## src/rtl/ram_arbiter_pkg.sv

```systemverilog
// ram_arbiter_pkg
// Shared types, default parameters and next-state helpers for the RAM
// arbiter that lets the IFU and LSU share one single-port synchronous RAM.
//   owner_e       : which requester owns the read data returning next cycle
//   ARB_*         : default address/data widths and IFU starvation bound
//   next_wait()   : saturating IFU starvation counter update
//   next_owner()  : response owner recorded for the current grant
package ram_arbiter_pkg;

    localparam int ARB_AW       = 32;
    localparam int ARB_DW       = 32;
    localparam int ARB_MAX_WAIT = 4;
    localparam int WAIT_W       = 4;

    typedef enum logic [1:0] {
        OWN_NONE = 2'd0,
        OWN_IF   = 2'd1,
        OWN_LS   = 2'd2
    } owner_e;

    // Counts cycles the IFU has been asking and losing; any grant or a
    // withdrawn request restarts the count.
    function automatic logic [WAIT_W-1:0] next_wait(
        input logic              if_req,
        input logic              if_gnt,
        input logic [WAIT_W-1:0] cnt,
        input logic [WAIT_W-1:0] max_cnt
    );
        logic [WAIT_W-1:0] nxt;
        if (if_req && !if_gnt) begin
            if (cnt == max_cnt) begin
                nxt = cnt;
            end else begin
                nxt = cnt + 4'd1;
            end
        end else begin
            nxt = 4'd0;
        end
        return nxt;
    endfunction

    // Only reads produce a response, so writes and idle cycles record NONE.
    function automatic owner_e next_owner(
        input logic if_win,
        input logic ls_win,
        input logic ls_we
    );
        owner_e nxt;
        if (if_win) begin
            nxt = OWN_IF;
        end else if (ls_win && !ls_we) begin
            nxt = OWN_LS;
        end else begin
            nxt = OWN_NONE;
        end
        return nxt;
    endfunction

endpackage

```

## src/rtl/ram_arbiter_if.sv

```systemverilog
// ram_arbiter_if
// Bundles the IFU request port, LSU request port and RAM-side port of the
// arbiter.
//   slave  : the arbiter's view (takes requests and ram_rdata, drives
//            grants, responses and the RAM command)
//   master : the surrounding system's view (requesters plus RAM)
interface ram_arbiter_if #(
    parameter int AW = 32,
    parameter int DW = 32
);
    // IFU: word reads only
    logic            if_req;
    logic [AW-1:0]   if_addr;
    logic            if_gnt;
    logic            if_rvalid;
    logic [DW-1:0]   if_rdata;

    // LSU: byte-lane reads and writes
    logic            ls_req;
    logic            ls_we;
    logic [AW-1:0]   ls_addr;
    logic [DW-1:0]   ls_wdata;
    logic [DW/8-1:0] ls_wstrb;
    logic            ls_gnt;
    logic            ls_rvalid;
    logic [DW-1:0]   ls_rdata;

    // RAM port (read data arrives one cycle after ram_ren)
    logic [AW-1:0]   ram_addr;
    logic [DW-1:0]   ram_wdata;
    logic [DW/8-1:0] ram_wen;
    logic            ram_ren;
    logic [DW-1:0]   ram_rdata;

    modport slave (
        input  if_req, if_addr,
        input  ls_req, ls_we, ls_addr, ls_wdata, ls_wstrb,
        input  ram_rdata,
        output if_gnt, if_rvalid, if_rdata,
        output ls_gnt, ls_rvalid, ls_rdata,
        output ram_addr, ram_wdata, ram_wen, ram_ren
    );

    modport master (
        output if_req, if_addr,
        output ls_req, ls_we, ls_addr, ls_wdata, ls_wstrb,
        output ram_rdata,
        input  if_gnt, if_rvalid, if_rdata,
        input  ls_gnt, ls_rvalid, ls_rdata,
        input  ram_addr, ram_wdata, ram_wen, ram_ren
    );
endinterface

```

## src/rtl/ram_arbiter.sv

```systemverilog
// ram_arbiter
// Shares one single-port synchronous RAM between the IFU (word reads) and
// the LSU (byte-lane reads/writes). One access per cycle, granted in the
// same cycle as the request. The LSU has fixed priority, except that once
// the IFU has been denied MAX_WAIT consecutive cycles it wins the next
// arbitration. Read data (1-cycle latency) is routed back to the requester
// recorded in the owner register.
// Ports:
//   clk  : rising-edge clock
//   rst  : synchronous active-high reset; also masks grants, RAM commands
//          and responses while high
//   bus  : ram_arbiter_if.slave (IFU, LSU and RAM-side signals)
module ram_arbiter
    import ram_arbiter_pkg::*;
#(
    parameter int AW       = ARB_AW,
    parameter int DW       = ARB_DW,
    parameter int MAX_WAIT = ARB_MAX_WAIT
) (
    input  logic            clk,
    input  logic            rst,
    ram_arbiter_if.slave    bus
);

    localparam logic [WAIT_W-1:0] MAX_WAIT_C = WAIT_W'(MAX_WAIT);

    owner_e            owner_r;
    logic [WAIT_W-1:0] wait_cnt_r;

    logic              starved_s;
    logic              if_win_s;
    logic              ls_win_s;

    logic [AW-1:0]     ram_addr_s;
    logic [DW-1:0]     ram_wdata_s;
    logic [DW/8-1:0]   ram_wen_s;
    logic              ram_ren_s;

    logic              if_rvalid_s;
    logic              ls_rvalid_s;
    logic [DW-1:0]     if_rdata_s;
    logic [DW-1:0]     ls_rdata_s;

    // Arbitration: LSU first unless the IFU has hit its starvation bound.
    always_comb begin
        starved_s = (wait_cnt_r == MAX_WAIT_C);
        if_win_s  = 1'b0;
        ls_win_s  = 1'b0;
        if (rst) begin
            if_win_s = 1'b0;
            ls_win_s = 1'b0;
        end else if (bus.ls_req && !(bus.if_req && starved_s)) begin
            ls_win_s = 1'b1;
        end else if (bus.if_req) begin
            if_win_s = 1'b1;
        end else begin
            if_win_s = 1'b0;
            ls_win_s = 1'b0;
        end
    end

    // RAM command for the winner; an idle cycle drives all zeros.
    always_comb begin
        ram_addr_s  = {AW{1'b0}};
        ram_wdata_s = {DW{1'b0}};
        ram_wen_s   = {(DW/8){1'b0}};
        ram_ren_s   = 1'b0;
        if (if_win_s) begin
            ram_addr_s = bus.if_addr;
            ram_ren_s  = 1'b1;
        end else if (ls_win_s) begin
            ram_addr_s = bus.ls_addr;
            if (bus.ls_we) begin
                // A zero strobe still uses the slot; it just writes nothing.
                ram_wdata_s = bus.ls_wdata;
                ram_wen_s   = bus.ls_wstrb;
            end else begin
                ram_ren_s = 1'b1;
            end
        end else begin
            ram_ren_s = 1'b0;
        end
    end

    // Response routing; gated by rst so a read granted just before reset
    // is dropped instead of being reported during reset.
    always_comb begin
        if_rvalid_s = 1'b0;
        ls_rvalid_s = 1'b0;
        if (rst) begin
            if_rvalid_s = 1'b0;
            ls_rvalid_s = 1'b0;
        end else begin
            case (owner_r)
                OWN_IF:   if_rvalid_s = 1'b1;
                OWN_LS:   ls_rvalid_s = 1'b1;
                OWN_NONE: begin
                    if_rvalid_s = 1'b0;
                    ls_rvalid_s = 1'b0;
                end
                default: begin
                    if_rvalid_s = 1'b0;
                    ls_rvalid_s = 1'b0;
                end
            endcase
        end
        if_rdata_s = if_rvalid_s ? bus.ram_rdata : {DW{1'b0}};
        ls_rdata_s = ls_rvalid_s ? bus.ram_rdata : {DW{1'b0}};
    end

    // Response owner and IFU starvation counter.
    always_ff @(posedge clk) begin
        if (rst) begin
            owner_r    <= OWN_NONE;
            wait_cnt_r <= 4'd0;
        end else begin
            owner_r    <= next_owner(if_win_s, ls_win_s, bus.ls_we);
            wait_cnt_r <= next_wait(bus.if_req, if_win_s, wait_cnt_r, MAX_WAIT_C);
        end
    end

    assign bus.if_gnt    = if_win_s;
    assign bus.ls_gnt    = ls_win_s;
    assign bus.if_rvalid = if_rvalid_s;
    assign bus.ls_rvalid = ls_rvalid_s;
    assign bus.if_rdata  = if_rdata_s;
    assign bus.ls_rdata  = ls_rdata_s;
    assign bus.ram_addr  = ram_addr_s;
    assign bus.ram_wdata = ram_wdata_s;
    assign bus.ram_wen   = ram_wen_s;
    assign bus.ram_ren   = ram_ren_s;

endmodule

```

## src/flat_wrapper.sv

```systemverilog
// flat-port wrapper written by rule: the top's interface ports become plain ports
module ram_arbiter_flat import ram_arbiter_pkg::*;
#(
    parameter int AW       = ARB_AW,
    parameter int DW       = ARB_DW,
    parameter int MAX_WAIT = ARB_MAX_WAIT
)
  (clk, rst, bus_if_req, bus_if_addr, bus_ls_req, bus_ls_we, bus_ls_addr, bus_ls_wdata, bus_ls_wstrb, bus_ram_rdata, bus_if_gnt, bus_if_rvalid, bus_if_rdata, bus_ls_gnt, bus_ls_rvalid, bus_ls_rdata, bus_ram_addr, bus_ram_wdata, bus_ram_wen, bus_ram_ren);
  ram_arbiter_if #(.AW(AW), .DW(DW)) bus_i ();
  input  logic clk;
  input  logic rst;
  input wire logic [$bits(bus_i.if_req)-1:0] bus_if_req;
  input wire logic [$bits(bus_i.if_addr)-1:0] bus_if_addr;
  input wire logic [$bits(bus_i.ls_req)-1:0] bus_ls_req;
  input wire logic [$bits(bus_i.ls_we)-1:0] bus_ls_we;
  input wire logic [$bits(bus_i.ls_addr)-1:0] bus_ls_addr;
  input wire logic [$bits(bus_i.ls_wdata)-1:0] bus_ls_wdata;
  input wire logic [$bits(bus_i.ls_wstrb)-1:0] bus_ls_wstrb;
  input wire logic [$bits(bus_i.ram_rdata)-1:0] bus_ram_rdata;
  output wire logic [$bits(bus_i.if_gnt)-1:0] bus_if_gnt;
  output wire logic [$bits(bus_i.if_rvalid)-1:0] bus_if_rvalid;
  output wire logic [$bits(bus_i.if_rdata)-1:0] bus_if_rdata;
  output wire logic [$bits(bus_i.ls_gnt)-1:0] bus_ls_gnt;
  output wire logic [$bits(bus_i.ls_rvalid)-1:0] bus_ls_rvalid;
  output wire logic [$bits(bus_i.ls_rdata)-1:0] bus_ls_rdata;
  output wire logic [$bits(bus_i.ram_addr)-1:0] bus_ram_addr;
  output wire logic [$bits(bus_i.ram_wdata)-1:0] bus_ram_wdata;
  output wire logic [$bits(bus_i.ram_wen)-1:0] bus_ram_wen;
  output wire logic [$bits(bus_i.ram_ren)-1:0] bus_ram_ren;
  assign bus_i.if_req = bus_if_req;
  assign bus_i.if_addr = bus_if_addr;
  assign bus_i.ls_req = bus_ls_req;
  assign bus_i.ls_we = bus_ls_we;
  assign bus_i.ls_addr = bus_ls_addr;
  assign bus_i.ls_wdata = bus_ls_wdata;
  assign bus_i.ls_wstrb = bus_ls_wstrb;
  assign bus_i.ram_rdata = bus_ram_rdata;
  assign bus_if_gnt = bus_i.if_gnt;
  assign bus_if_rvalid = bus_i.if_rvalid;
  assign bus_if_rdata = bus_i.if_rdata;
  assign bus_ls_gnt = bus_i.ls_gnt;
  assign bus_ls_rvalid = bus_i.ls_rvalid;
  assign bus_ls_rdata = bus_i.ls_rdata;
  assign bus_ram_addr = bus_i.ram_addr;
  assign bus_ram_wdata = bus_i.ram_wdata;
  assign bus_ram_wen = bus_i.ram_wen;
  assign bus_ram_ren = bus_i.ram_ren;
  ram_arbiter #(.AW(AW), .DW(DW), .MAX_WAIT(MAX_WAIT)) u_core (.clk(clk), .rst(rst), .bus(bus_i));
endmodule
```

## config.mk

```make
export PLATFORM = sky130hd
export DESIGN_NAME = ram_arbiter_flat
export DESIGN_NICKNAME = d
export VERILOG_FILES = /design/src/rtl/ram_arbiter_pkg.sv /design/src/rtl/ram_arbiter_if.sv /design/src/rtl/ram_arbiter.sv /design/src/flat_wrapper.sv
export SDC_FILE = /design/constraint.sdc
export NUM_CORES = 1
export LEC_CHECK = 0
export CORE_AREA = 2 2 107 109
export CTS_BUF_LIST = sky130_fd_sc_hd__clkbuf_16
export CTS_CLUSTER_SIZE = 12
export DETAILED_ROUTE_END_ITERATION = 7
export DIE_AREA = 0 0 109 111
export PLACE_DENSITY = 0.68
export SETUP_SLACK_MARGIN = 0.1
export SYNTH_ARGS = -nofsm -noshare
export SYNTH_HDL_FRONTEND = slang
export SYNTH_SLANG_ARGS = --single-unit
```

## constraint.sdc

```tcl
create_clock -name clk -period 1.8 [get_ports clk]
set_input_delay 0.36 -clock clk [delete_from_list [all_inputs] [get_ports clk]]
set_output_delay 0.36 -clock clk [all_outputs]
set_load 0.01 [all_outputs]
```

==> key figures <==
Outcome
  • Status: finished, violations left
  • Failing checks: negative setup slack

Worst setup path
  • CP top delay family: buffers and inverters
  • WS Path Type: flop to output port
  • Crit path arrival time: 1.78 ns
  • Worst-path maximum fanout: 5
  • Worst path cell trace: inv_2, ha_4, nand3b_4, o21a_4, buf_12, buf_12, buf_6, and3_4, buf_6
  • Slowest CP cell: dfxtp_2
  • Biggest cell delay along the critical path: 0.31 ns
  • CP endpoint kind: output port
  • Req. time, crit path: 1.44 ns
  • Critical path startpoint category: flop
  • Buf+Inv Stages, Crit Path: 5

STA
  • Clock Skew: 0.000632 ns
  • Final Cycle Share: 119%
  • Setup-failing EPs final: 87
  • Final Hold Viols: 0
  • Maximum clock frequency: 0.467 GHz
  • Slew margin rel.: 85.5%
  • WHS: 0.418 ns
  • Final worst slack: -0.343 ns
  • Unrepaired setup endpoints after global routing: yes
  • Setup TNS: -19.45 ns
  • Fin crit period: 2.14 ns
  • Least-Margin Pin Slew: 0.217 ns
  • Final Slew Violations: 0

Floorplan
  • Die extent in x: 109 um
  • Num rows: 39
  • Core area: 11100 um2
  • DIE AREA: 12100 um2
  • Num ports: 274
  • Die Ht: 111 um
  • Initial cell density of the core: 12.1%

Clock tree
  • Clock Latency Late Sink: 0.23 ns
  • Maximum clock path buffer count: 2
  • CTS Sinks: 6
  • CTS Hold Bufs: 0
  • Root Driver: clkbuf_16
  • Clk slew on worst S/H paths: 0.03 ns
  • CTS tree: yes
  • H-Tree Level Count: 1
  • TritonCTS Buffers: 3

Power and ir drop
  • Peak VDD IR: 240 uV
  • Leakage Power: 2.56 nW
  • Power density over cell area: 258 nW/um2

GRT
  • First-pass GRT wire length: 16400 um
  • Vias in the first global route: 2977
  • Largest net degree at the start of global routing: 20
  • Met2 usage: 33.9%
  • Total track usage: 17.6%
  • GRT Max-Usage Layer: met2
  • Initial antenna violation count: 1
  • Met1 track demand over resource: 19.2%
  • Met3 global-route usage: 4.12%
  • Remaining Overflow, GRT: 0

Placed design
  • GP Congestion: 0.946
  • Post-DP HPWL: 7740 um
  • IO buf count: 273

Yosys
  • Area contributors post-synth: and2_1 (30%), a22o_1 (21%), and3_1 (17%), dfxtp_1 (8.9%), buf_6 (5.0%)
  • Sequential fraction of the synthesis area: 8.93%
  • Syn nets: 325
  • Mean Syn Cell Area: 7.23 um2
  • Yosys top cell area share: 30.2%
  • Gate Count Post-Synth: 186
  • Yosys top cell by area: and2_1
  • Warnings from Yosys: 0
  • Synth Register Bits: 6
  • Yosys cell types: 24
  • Post-Syn Area: 1350 um2

Cells and area
  • Synth-to-Final Area Change: 313%
  • # nets final: 646
  • Layout cell share with drive strength beyond 1: 62.0%

Routing
  • Initial DRC count: 95
  • Final ANT Viol Nets: 0
  • Via Count: 2817
  • Vias per cell: 4.34
  • WL final: 12000 um
  • DRT Pass-1 Iters: 4
  • DRC violations left: 0
  • WL per Instance: 18.5 um

Flow run
  • Maxcap violations: 0

Worst hold path
  • HP Class: primary input to flop
[per-stage QoR]
| step | cell area, um2 | utilization [%] | setup slack, ns | cells | power [mW] |
|---|---|---|---|---|---|
| CTS | 5110 | 46.2 | -0.458 | 648 | 1.39 |
| global route | 5550 | 50.1 | -0.390 | 648 | 1.51 |
| detailed placement | 4320 | 39.0 | -0.822 | 598 | 0.855 |
| finish | 5560 | 50.2 | -0.343 | 649 | 1.43 |
| floorplan | 1360 | - | 0.108 | 186 | 0.330 |
| global placement | 4320 | 39.0 | -0.794 | 598 | 0.847 |
[path summary, 6_finish.rpt]
check	start	end	slack (ns)	depth (start not counted)
worst min-delay path	rst	u_core.owner_r[0]$_SDFF_PP0_	0.42	3
worst max-delay path	u_core.wait_cnt_r[0]$_SDFFE_PP0P_	bus_ram_wdata[15]	-0.34	9
worst min register to register	u_core.wait_cnt_r[0]$_SDFFE_PP0P_	u_core.wait_cnt_r[0]$_SDFFE_PP0P_	0.52	2
worst max register to register	u_core.wait_cnt_r[0]$_SDFFE_PP0P_	u_core.owner_r[1]$_SDFF_PP0_	0.37	7
[sequential cells by signal, summed over array words and instances, names as in the netlist]
signal / cells
u_core.owner_r: 2
u_core.wait_cnt_r: 4
[Yosys cell counts]
| master | instances |
|---|---|
| ha_1 | 2 |
| inv_1 | 6 |
| nand3_1 | 2 |
| nor2_1 | 5 |
| o21a_1 | 1 |
| nor3_1 | 1 |
| and3_1 | 36 |
| nand2_1 | 1 |
| a22o_1 | 32 |
| clkbuf_2 | 1 |
| nor3b_1 | 2 |
| nor2b_1 | 1 |
| a211oi_1 | 1 |
| and2_1 | 65 |
| buf_6 | 6 |
| buf_2 | 3 |
| clkbuf_1 | 9 |
| buf_4 | 1 |
| a21o_1 | 1 |
| dfxtp_1 | 6 |
| a21oi_1 | 1 |
| a211oi_4 | 1 |
| nand3b_4 | 1 |
| mux2i_1 | 1 |
[worst register-to-register path: stages, from the launching register on]
cell and delay (ns):
dfxtp_2 0.31, inv_2 0.06, ha_4 0.14, nand3b_4 0.11, o21a_4 0.25, buf_12 0.15, buf_16 0.13, and2_1 0.16
[routing by layer]
layer,vias to the layer above,wire length [um]
li1,1294,-
met1,1319,4200
met2,190,6420
met3,14,1160
met4,0,217
met5,-,0
[layout by cell type (no fill, tap or decap), types with 2 or more instances in the layout]
cell type          n
dfxtp_2            3
and2_1             5
nor2_1             5
and3_4            34
and2_4            60
clkbuf_16          5
buf_2             37
and3_1             2
nand3_1            2
dfxtp_1            2
buf_12             9
inv_1              3
inv_2              3
dlygate4sd2_1      2
a22o_1            31
buf_6            123
buf_16            16
nor3b_4            2
buf_4             13
clkdlybuf4s50_1  133
[area by class of cell]
cell class	instances	area (um2)
antenna	1	2.50
clock buffer	3	75.1
fill	1007	5520
inverter	6	22.5
multi-input combinational	154	1450
sequential	6	128
tap	143	179
timing repair buffer	336	3700
[cells by family (layout without fill, tap and decap cells)]
| kind of cell | count (synthesis) | in the layout | synth area share, % |
|---|---|---|---|
| simple gates | 114 | 114 | 52.8 |
| compound gates | 37 | 37 | 24.4 |
| buf+inv | 26 | 345 | 11.3 |
| flops | 6 | 6 | 8.93 |
| fa+ha+maj | 2 | 2 | 1.86 |
| mux | 1 | 1 | 0.744 |
| other cells | 0 | 1 | 0 |
[power breakdown]
| group | internal [mW] | switching [mW] |
|---|---|---|
| sequential | 0.136 | 0.00288 |
| combinational | 0.628 | 0.306 |
| clock | 0.285 | 0.0738 |
[repair_timing]
item                       in CTS  in global routing
gates cloned                   19                  2
buffers inserted               30                  5
setup endpoints to repair     137                137
pin swaps                      50                 47
gates resized for setup       704                125
Note: power is estimated with default switching activity, not from simulation.
